## src/rtl/seq_divider.sv

```systemverilog
// Sequential restoring radix-2 divider, signed (DIV) or unsigned (DIVU).
// One quotient bit per clock. A divide by zero finishes one cycle after
// accept. Results and the div-by-zero flag hold until the next completion.
//
// state  | meaning
// -------+--------------------------------------------------------------
// S_IDLE | waiting for start; results held
// S_CALC | one shift/trial-subtract step per cycle, cnt_q steps remaining
// S_FIX  | apply result signs (or divide-by-zero values), strobe done
module seq_divider #(
   parameter int WIDTH = 32
) (
   input  logic             clk,
   input  logic             rst,
   input  logic             start,
   input  logic             is_signed,
   input  logic [WIDTH-1:0] dividend,
   input  logic [WIDTH-1:0] divisor,
   input  logic             flush,
   output logic             busy,
   output logic             done,
   output logic [WIDTH-1:0] quotient,
   output logic [WIDTH-1:0] remainder,
   output logic             div_by_zero
);

   localparam int CW = $clog2(WIDTH + 1);

   typedef enum logic [1:0] {
      S_IDLE = 2'd0,
      S_CALC = 2'd1,
      S_FIX  = 2'd2
   } state_t;

   state_t           state_q, state_d;
   logic [CW-1:0]    cnt_q, cnt_d;
   logic [WIDTH-1:0] acc_q, acc_d;     // partial remainder
   logic [WIDTH-1:0] quo_q, quo_d;     // dividend bits shift out, quotient bits shift in
   logic [WIDTH-1:0] dvs_q, dvs_d;     // divisor magnitude
   logic             qneg_q, qneg_d;
   logic             rneg_q, rneg_d;
   logic             zero_q, zero_d;   // operation in flight is a divide by zero
   logic             busy_q, busy_d;
   logic             done_q, done_d;
   logic [WIDTH-1:0] quotient_q, quotient_d;
   logic [WIDTH-1:0] remainder_q, remainder_d;
   logic             dbz_q, dbz_d;

   logic             dvd_neg, dvs_neg;
   logic [WIDTH-1:0] dvd_mag, dvs_mag;
   logic [WIDTH:0]   shifted, trial;

   assign dvd_neg = is_signed & dividend[WIDTH-1];
   assign dvs_neg = is_signed & divisor[WIDTH-1];
   // The most-negative value maps onto itself, which is its correct unsigned magnitude.
   assign dvd_mag = dvd_neg ? -dividend : dividend;
   assign dvs_mag = dvs_neg ? -divisor : divisor;

   // Trial subtract is WIDTH+1 bits wide so the shifted-out MSB is never lost.
   assign shifted = {acc_q, quo_q[WIDTH-1]};
   assign trial   = shifted - {1'b0, dvs_q};

   // Next-state, datapath and registered-output logic.
   always_comb begin
      state_d     = state_q;
      cnt_d       = cnt_q;
      acc_d       = acc_q;
      quo_d       = quo_q;
      dvs_d       = dvs_q;
      qneg_d      = qneg_q;
      rneg_d      = rneg_q;
      zero_d      = zero_q;
      busy_d      = busy_q;
      done_d      = 1'b0;
      quotient_d  = quotient_q;
      remainder_d = remainder_q;
      dbz_d       = dbz_q;

      case (state_q)
         S_IDLE: begin
            if (start && !busy_q && !flush) begin
               busy_d = 1'b1;
               acc_d  = '0;
               if (divisor == '0) begin
                  zero_d  = 1'b1;
                  quo_d   = dividend;
                  cnt_d   = '0;
                  state_d = S_FIX;
               end else begin
                  zero_d  = 1'b0;
                  quo_d   = dvd_mag;
                  dvs_d   = dvs_mag;
                  qneg_d  = dvd_neg ^ dvs_neg;
                  rneg_d  = dvd_neg;
                  cnt_d   = CW'(WIDTH);
                  state_d = S_CALC;
               end
            end
         end

         S_CALC: begin
            if (flush) begin
               busy_d  = 1'b0;
               cnt_d   = '0;
               state_d = S_IDLE;
            end else begin
               if (!trial[WIDTH]) begin
                  acc_d = trial[WIDTH-1:0];
                  quo_d = {quo_q[WIDTH-2:0], 1'b1};
               end else begin
                  acc_d = shifted[WIDTH-1:0];
                  quo_d = {quo_q[WIDTH-2:0], 1'b0};
               end
               cnt_d = cnt_q - CW'(1);
               if (cnt_q == CW'(1)) begin
                  state_d = S_FIX;
               end
            end
         end

         S_FIX: begin
            busy_d  = 1'b0;
            state_d = S_IDLE;
            if (!flush) begin
               done_d = 1'b1;
               if (zero_q) begin
                  quotient_d  = '1;
                  remainder_d = quo_q;
                  dbz_d       = 1'b1;
               end else begin
                  quotient_d  = qneg_q ? -quo_q : quo_q;
                  remainder_d = rneg_q ? -acc_q : acc_q;
                  dbz_d       = 1'b0;
               end
            end
         end

         default: begin
            busy_d  = 1'b0;
            cnt_d   = '0;
            state_d = S_IDLE;
         end
      endcase
   end

   // State and output registers with asynchronous reset.
   always_ff @(posedge clk or posedge rst) begin
      if (rst) begin
         state_q     <= S_IDLE;
         cnt_q       <= '0;
         acc_q       <= '0;
         quo_q       <= '0;
         dvs_q       <= '0;
         qneg_q      <= 1'b0;
         rneg_q      <= 1'b0;
         zero_q      <= 1'b0;
         busy_q      <= 1'b0;
         done_q      <= 1'b0;
         quotient_q  <= '0;
         remainder_q <= '0;
         dbz_q       <= 1'b0;
      end else begin
         state_q     <= state_d;
         cnt_q       <= cnt_d;
         acc_q       <= acc_d;
         quo_q       <= quo_d;
         dvs_q       <= dvs_d;
         qneg_q      <= qneg_d;
         rneg_q      <= rneg_d;
         zero_q      <= zero_d;
         busy_q      <= busy_d;
         done_q      <= done_d;
         quotient_q  <= quotient_d;
         remainder_q <= remainder_d;
         dbz_q       <= dbz_d;
      end
   end

   assign busy        = busy_q;
   assign done        = done_q;
   assign quotient    = quotient_q;
   assign remainder   = remainder_q;
   assign div_by_zero = dbz_q;

endmodule

```

## config.mk

```make
export PLATFORM = sky130hd
export DESIGN_NAME = seq_divider
export DESIGN_NICKNAME = d
export VERILOG_FILES = /design/src/rtl/seq_divider.sv
export SDC_FILE = /design/constraint.sdc
export NUM_CORES = 1
export LEC_CHECK = 0
export CAP_MARGIN = 20
export CORE_MARGIN = 10
export CORE_UTILIZATION = 30
export DETAILED_ROUTE_END_ITERATION = 6
export GPL_ROUTABILITY_DRIVEN = 0
export PLACE_DENSITY_LB_ADDON = 0.05
export SKIP_CTS_REPAIR_TIMING = 1
export SLEW_MARGIN = 20
export SYNTH_ARGS = -nofsm -noshare
export SYNTH_HDL_FRONTEND = slang
export SYNTH_SLANG_ARGS = --single-unit
```

## constraint.sdc

```tcl
create_clock -name clk -period 13.6 [get_ports clk]
set_input_delay 1.36 -clock clk [delete_from_list [all_inputs] [get_ports clk]]
set_output_delay 1.36 -clock clk [all_outputs]
set_load 0.01 [all_outputs]
```

# Word-level counts from Yosys, hierarchy flattened
# Index checks and enable logic that the tools add are counted.
# W data, S select, Z words.
dict set report word_totals {
  latch_bits 0
  elab_cells 77
  inputBits 69
  ramBits 0
  mem_count 0
  ff_bits 174
  mem_bits_ro 0
  output_inout_bits 67
}
dict set report op_classes {
  n_reduce_logical 14
  div_mod_pow 0
  eq_ne 7
  n_bitwise 6
  n_addsub 6
  multipliers 0
  order_cmp 0
  shifts 0
  muxes 31
}
# operator count
set op_table {}
lappend op_table {{$mux W32} 12}
lappend op_table {{$neg A32 Y32} 4}
lappend op_table {{$pmux W32 S2} 2}
lappend op_table {{$sub A33 B32 Y33} 1}
lappend op_table {{$logic_not A32 Y1} 1}
lappend op_table {{$mux W6} 3}
lappend op_table {{$pmux W6 S3} 1}
lappend op_table {{$reduce_and A2 Y1} 5}
lappend op_table {{$mux W2} 4}
lappend op_table {{$mux W1} 7}
lappend op_table {{$eq A6 B1 Y1 const B} 1}
lappend op_table {{$ne A2 B2 Y1 const B} 3}
lappend op_table {{$reduce_and A3 Y1} 2}
lappend op_table {{$sub A6 B1 Y6 const B} 1}
lappend op_table {{$pmux W2 S2} 1}
lappend op_table {{$ne A3 B3 Y1 const B} 1}
lappend op_table {{$not A1 Y1} 3}
lappend op_table {{$and A1 B1 Y1} 2}
lappend op_table {{$eq A2 B1 Y1 const B} 1}
lappend op_table {{$eq A2 B2 Y1 const B} 1}
lappend op_table {{$logic_and A1 B1 Y1} 2}
lappend op_table {{$logic_not A1 Y1} 2}
lappend op_table {{$logic_not A2 Y1} 1}
lappend op_table {{$pmux W1 S2} 1}
lappend op_table {{other kinds (2)} 2}

# Logic depth before layout (Yosys ltp)
# Gate-level depths: netlist (run 1).
dict set report logic_depth {
  word_depth 5
  depth_mapped 13
  depth_no_buf 12
}

# Worst setup path before layout (run 1)
# No wires, ideal clock.
dict set report synth_path {
  path_type {input to register}
  from {input port divisor[6]}
  to {register quo_q[29]}
  path_stages 10
  n_path_buf 1
  setup_time_ns 0.138
  setup_slack_ns 9.634
  arrival_time_ns 3.828
  required_ns 13.462
  path_cell_list {or4_1 > nor4_1 > nand4_1 > or2_1 > or4_4 > and3_1 > buf_2 > o41ai_1 > xor2_1 > o22ai_1}
}
dict set report synth_between {
  elab_chain_cells 4
}
# element line_no
set synth_lines {}
lappend synth_lines {{from (decl)} 18} ;# input logic [WIDTH-1:0] divisor,
lappend synth_lines {{$logic_not A32 Y1} 84} ;# if (divisor == '0) begin
lappend synth_lines {{$mux W32} 84}
lappend synth_lines {{$mux W32} 81} ;# if (start && !busy_q && !flush) begin
lappend synth_lines {{$pmux W32 S2} 79} ;# case (state_q)
lappend synth_lines {{to (signal assigned)} 166} ;# quo_q <= quo_d;
lappend synth_lines {{to (decl)} 38} ;# logic [WIDTH-1:0] quo_q, quo_d;
# Every way passes these cells. The select of a mux whose other input is x is not followed.
# A chain may end at the register's enable or synchronous reset.

# Worst setup path after layout (run 1)
dict set report layout_path {
  from {input port divisor[6]}
  to {register quo_q[15]}
}
# Same word-level chain as after synthesis.

==> results of run 1 <==
[area by class of cell]
class                   count  share of cell area, %
clock inverters             9                  0.362
well taps                 511                   4.62
repair buffers            151                   10.9
inverters                  60                   1.66
multi-input cells        1066                   47.7
flip-flops and latches    174                   31.5
clock buffers              19                   3.20
[metal layers]
layer / share of wire (%) / wire, um
met2: 43 / 15100
met1: 53 / 18500
met5: 0 / 0
met3: 3.2 / 1130
met4: 0.64 / 224
[power groups by stage]
stage                     sequential, W  combinational, W  clock, W
final                          0.000745          0.000555  0.000439
after global placement         0.000752          0.000554         0
after floorplan                0.000691          0.000441         0
after global routing           0.000763          0.000637  0.000477
after CTS                      0.000743          0.000561  0.000458
after detailed placement       0.000754          0.000558         0
[through the flow]
| step | hold slack (ps) | cell area (um2) | setup slack (ps) | std cells |
|---|---|---|---|---|
| 2_1_floorplan | 439 | 11400 | 7520 | 1370 |
| 3_3_place_gp | 454 | 13300 | 8390 | 1960 |
| 3_5_place_dp | 468 | 13300 | 8260 | 1960 |
| 4_1_cts | 484 | 13800 | 8730 | 1988 |
| 5_1_grt | 505 | 13800 | 8590 | 1990 |
| 6_report | 482 | 13800 | 8880 | 1990 |
[worst max-delay path, delay by kind of cell]
| family | cells | cell delay, ps |
|---|---|---|
| buffers and inverters | 1 | 470 |
| xor gates and xnor gates | 1 | 190 |
| AOI/OAI and AO/OA | 2 | 300 |
| and+or+nand+nor | 6 | 2670 |
[synthesized netlist by cell type (11+ instances only)]
cell type | instances | area, um2
dfrtp_1 | 174 | 4350
a21oi_1 | 159 | 796
nor2_1 | 158 | 593
o21ai_0 | 128 | 641
nand2_1 | 125 | 469
xor2_1 | 91 | 797
inv_1 | 60 | 225
xnor2_1 | 59 | 517
clkbuf_1 | 56 | 210
ha_1 | 38 | 475
mux2i_1 | 32 | 320
o31ai_1 | 29 | 218
nand3_1 | 21 | 105
o22ai_1 | 21 | 131
or3_1 | 20 | 125
nor3_1 | 17 | 85.1
o41ai_1 | 14 | 123
or4_1 | 14 | 105
nand2b_1 | 13 | 81.3
nor4_1 | 12 | 75.1
nor2b_1 | 11 | 68.8
[final timing paths]
kind	from	to	slack [ps]	cells past startpoint
min reg2reg	dvs_q[27]	dvs_q[27]	480	2
max reg2reg	quo_q[31]	acc_q[1]	9220	13
max in group asynchronous	rst	quo_q[4]	11220	4
max	divisor[6]	quo_q[15]	8880	10
min	dvs_q[27]	dvs_q[27]	480	2
min in group asynchronous	rst	cnt_q[4]	1330	2
[cells by family after synthesis]
kind of cell	after synthesis	share of synthesized area, %
AOI/OAI and AO/OA	416	21.4
xor gates and xnor gates	150	11.5
adders and majority gates	39	4.34
buffers and inverters	130	4.39
DFF	174	38.1
muxes	33	2.90
and+or+nand+nor	428	17.4
[registers in the layout (all words and copies together), names as in the netlist]
signal,cells
state_q,2
rneg_q,1
dvs_q,32
div_by_zero,1
quotient,32
done,1
acc_q,32
busy,1
qneg_q,1
zero_q,1
cnt_q,6
quo_q,32
remainder,32
==> flow_metrics.env, run 1 <==
export IMPL_rows=71
export IMPL_slowest_delay_ps=590
export IMPL_layout_commonest_cell="dfrtp_1"
export IMPL_syn_inst=1370
export IMPL_combPwrFrac_pct=31.9
export IMPL_finalSetupTns_ps=0
export IMPL_die_h_um=215
export IMPL_numCtsBuffers=17
export IMPL_synth_seq_cells=174
export IMPL_rsz0062_at_grt="no"
export IMPL_grt_max_degree=102
export IMPL_hpwl_mm=25.9
export IMPL_min_path_type="reg2reg"
export IMPL_synth_seq_area_share_pct=38.1
export IMPL_synthToLayoutAreaGrowth_pct=21.1
export IMPL_power_leakage_nw=5.84
export IMPL_clk_latency_ps=440
export IMPL_cp_slowest_cell="or4_1"
export IMPL_n_fill_cell=3915
export IMPL_worst_endpoint_required_ps=13890
export IMPL_synth_enable_flop_cells=0
export IMPL_path_clk_slew_ps=70
export IMPL_core_um2=37600
export IMPL_syn_area_um2=11400
export IMPL_status="finished, final reports clean"
export IMPL_p_seq_share_pct=42.8
export IMPL_mostFrequentLayoutCells="dfrtp_1 (173), a21oi_1 (159), nor2_1 (155)"
export IMPL_start_util_pct=30.4
export IMPL_p_int_w=0.00109
export IMPL_crit_path_end_kind="register"
export IMPL_multi_input_area_um2=6600
export IMPL_synth_avg_cell_area_um2=8.33
export IMPL_post_drt_wl_per_cell_um=17.6
export IMPL_clockRootBuffer="clkbuf_16"
export IMPL_register_area_um2=4360
export IMPL_p_switching_w=0.000648
export IMPL_grt_pass1_vias=9654
export IMPL_drt_total_wl_mm=35.0
export IMPL_clockBufferDepth=2
export IMPL_met1_usage_pct=22.4
export IMPL_drive_above_1_share_pct=4.94
export IMPL_die_area_um2=46300
export IMPL_cp_cell_sequence="clkdlybuf4s50_1 > or4_1 > nor4_1 > nand4_1 > or2_1 > or4_4 > and3_1 > o21ai_0 > xor2_1 > o22ai_1"
export IMPL_ys_types=57
export IMPL_cts_max_level=4
export IMPL_clkPwrFrac_pct=25.3
export IMPL_grt_overflow=0
export IMPL_synthFlopType="dfrtp_1"
export IMPL_final_core_util_pct=36.8
export IMPL_maxSlewHeadroom_pct=30.4
export IMPL_antennaDiodeCount=0
export IMPL_grt_first_pass_wirelength_mm=56.6
export IMPL_dr_pass1_iters=5
export IMPL_slew_viol_final=0
export IMPL_grt_busiest_layer="met1"
export IMPL_vias=9810
export IMPL_criticalPathCategory="in2reg"
export IMPL_antenna_found_initial=0
export IMPL_synth_async_reset_ratio_pct=100
export IMPL_crit_path_start_kind="input pin"
export IMPL_max_cap_violations=0
export IMPL_route_detailed_drc=0
export IMPL_ir_drop_mv=0.0788
export IMPL_cp_max_fo=20
export IMPL_cts_sinks=174
export IMPL_syn_nets=1478
export IMPL_ios=136
export IMPL_min_period_ps=4720
export IMPL_hold_viol_final=0
export IMPL_viasPerCell=4.93
export IMPL_cts_tree="done"
export IMPL_powerDensity_nw_per_um2=126
export IMPL_finalSetupViolCount=0
export IMPL_io_buffers=135
export IMPL_first_iter_violations=526
export IMPL_cp_arrival_ps=5010
export IMPL_fmax_mhz=212
export IMPL_gr_usage_met3_pct=2.32
export IMPL_worstMarginPinSlew_ps=1020
export IMPL_switching_share_pct=37.2
export IMPL_antenna_left=0
export IMPL_fin_crit_sh_pct=34.7
export IMPL_finClkSkew_ps=9.90
export IMPL_grt_use_met2_pct=22.4
export IMPL_fin_nets=1578
export IMPL_die_w_um=215
export IMPL_p_total_w=0.00174
export IMPL_yosysWarnings=0
export IMPL_grt_total_usage_pct=15.1
Power figures use the tool's default switching activity.
==> run 2, diff against run 1 <==
==> constraint.sdc (replaced) <==
create_clock -name clk -period 3.8 [get_ports clk]
set_input_delay 0.38 -clock clk [delete_from_list [all_inputs] [get_ports clk]]
set_output_delay 0.38 -clock clk [all_outputs]
set_load 0.01 [all_outputs]
==> flow_metrics.env, run 2 (synthesized netlist as in run 1, its figures left out) <==
export IMPL_finalSetupViolCount=0
export IMPL_viasPerCell=4.93
export IMPL_dp_cells=1997
export IMPL_rows=71
export IMPL_min_period_ps=3620
export IMPL_hold_viol_final=0
export IMPL_maxSlewHeadroom_pct=31.5
export IMPL_cp_cell_sequence="inv_1 > ha_1 > or3b_4 > or3_4 > or2_4 > or3_4 > or4_4 > or2_4 > o21ai_2 > xor2_1 > a21oi_1"
export IMPL_io_buffers=135
export IMPL_cts_max_level=4
export IMPL_grt_first_pass_wirelength_mm=57.7
export IMPL_worst_endpoint_required_ps=4100
export IMPL_grt_pass1_vias=10100
export IMPL_crit_path_end_kind="register"
export IMPL_rsz0062_at_grt="no"
export IMPL_final_area_um2=14200
export IMPL_antenna_left=0
export IMPL_power_leakage_nw=6.06
export IMPL_clk_latency_ps=440
export IMPL_cp_slowest_cell="or4_4"
export IMPL_hpwl_mm=26.7
export IMPL_die_area_um2=46300
export IMPL_p_total_w=0.00652
export IMPL_mostFrequentLayoutCells="dfrtp_1 (173), a21oi_1 (159), nor2_1 (156)"
export IMPL_numCtsBuffers=17
export IMPL_vias=9988
export IMPL_cts_sinks=174
export IMPL_drt_total_wl_mm=35.6
export IMPL_dr_pass1_iters=5
export IMPL_fmax_mhz=276
export IMPL_criticalPathCategory="reg2reg"
export IMPL_first_iter_violations=482
export IMPL_antenna_found_initial=0
export IMPL_finClkSkew_ps=10.8
export IMPL_layout_commonest_cell="dfrtp_1"
export IMPL_r2r_cells=11
export IMPL_min_path_type="in2async"
export IMPL_crit_family="simple AND/OR/NAND/NOR gates"
export IMPL_slowest_delay_ps=520
export IMPL_post_drt_wl_per_cell_um=17.6
export IMPL_place_area_um2=13600
export IMPL_start_util_pct=30.4
export IMPL_slew_viol_final=0
export IMPL_core_um2=37600
export IMPL_path_clk_slew_ps=70
export IMPL_grt_max_degree=143
export IMPL_route_detailed_drc=0
export IMPL_ios=136
export IMPL_ir_drop_mv=0.251
export IMPL_cp_max_fo=4
export IMPL_critPathBufInv=1
export IMPL_synthToLayoutAreaGrowth_pct=24.2
export IMPL_antennaDiodeCount=0
export IMPL_clockBufferDepth=2
export IMPL_cp_arrival_ps=3920
export IMPL_powerDensity_nw_per_um2=460
export IMPL_grt_total_usage_pct=15.3
export IMPL_final_cells=2027
export IMPL_fin_crit_sh_pct=95.2
export IMPL_die_w_um=215
export IMPL_max_cap_violations=0
export IMPL_cts_tree="done"
export IMPL_drive_above_1_share_pct=7.12
export IMPL_crit_path_start_kind="register"
export IMPL_status="finished, final reports clean"
export IMPL_die_h_um=215
export IMPL_cp_depth=11
export IMPL_grt_overflow=0
export IMPL_clockRootBuffer="clkbuf_16"
export IMPL_timing_hold_ws_ps=447
export IMPL_worstMarginPinSlew_ps=1030
export IMPL_fin_nets=1613
run 2: layout make-up:
class / count / area [um2]
flip-flops and latches: 174 / 4360
clock inverters: 7 / 85.1
fillers: 3923 / 23400
inverters: 60 / 229
repair buffers: 186 / 1780
well taps: 511 / 639
clock buffers: 23 / 498
multi-input cells: 1066 / 6590
run 2: path summary, 6_finish.rpt:
kind,startpoint,end,slack [ps]
worst max-delay path,quo_q[0],quotient[30],180
worst min register to register,dvs_q[31],dvs_q[31],470
worst min-delay path,rst,dvs_q[28],450
min in group clk,dvs_q[31],dvs_q[31],470
worst max register to register,quo_q[0],quotient[30],180
max in group asynchronous,rst,zero_q,2620
run 2: stage by stage:
step | setup WS, ps | setup TNS [ps] | util [%]
after floorplan | 478 | 0 | -
after global placement | -23.2 | -105 | 36.2
after detailed placement | -14.1 | -52.8 | 36.2
after CTS | 150 | 0 | 37.7
after global routing | 20.7 | 0 | 37.7
final | 183 | 0 | 37.7
run 2: per-layer routing:
| metal | vias up | share of wire, % | GRT usage, % |
|---|---|---|---|
| met1 | 4726 | 52 | 21.9 |
| met4 | 0 | 0.81 | 3.22 |
| li1 | 5087 | - | - |
| met5 | - | 0 | 0 |
| met3 | 14 | 2.7 | 2.26 |
| met2 | 161 | 44 | 23.7 |
run 2: tightest hold or removal path, delay by kind of cell:
kind | cells | cell delay [ps]
buf+inv | 3 | 920
run 2: where the power goes:
group	total, W	leakage (nW)	internal [W]	switching [W]
Sequential	0.00267	2.25	0.00219	0.000477
Clock	0.00179	0.294	0.00104	0.000749
Combinational	0.00206	3.52	0.000924	0.00113
==> run 3, diff against run 2 <==
--- a/config.mk
+++ b/config.mk
@@ -9,7 +9,7 @@
 export CORE_MARGIN = 10
 export CORE_UTILIZATION = 30
 export DETAILED_ROUTE_END_ITERATION = 6
-export GPL_ROUTABILITY_DRIVEN = 0
+export GPL_ROUTABILITY_DRIVEN = 1
 export PLACE_DENSITY_LB_ADDON = 0.05
 export SKIP_CTS_REPAIR_TIMING = 1
 export SLEW_MARGIN = 20
==> results of run 3 <==
Same layout as run 2: the final DEF is identical, and so are final timing and power.
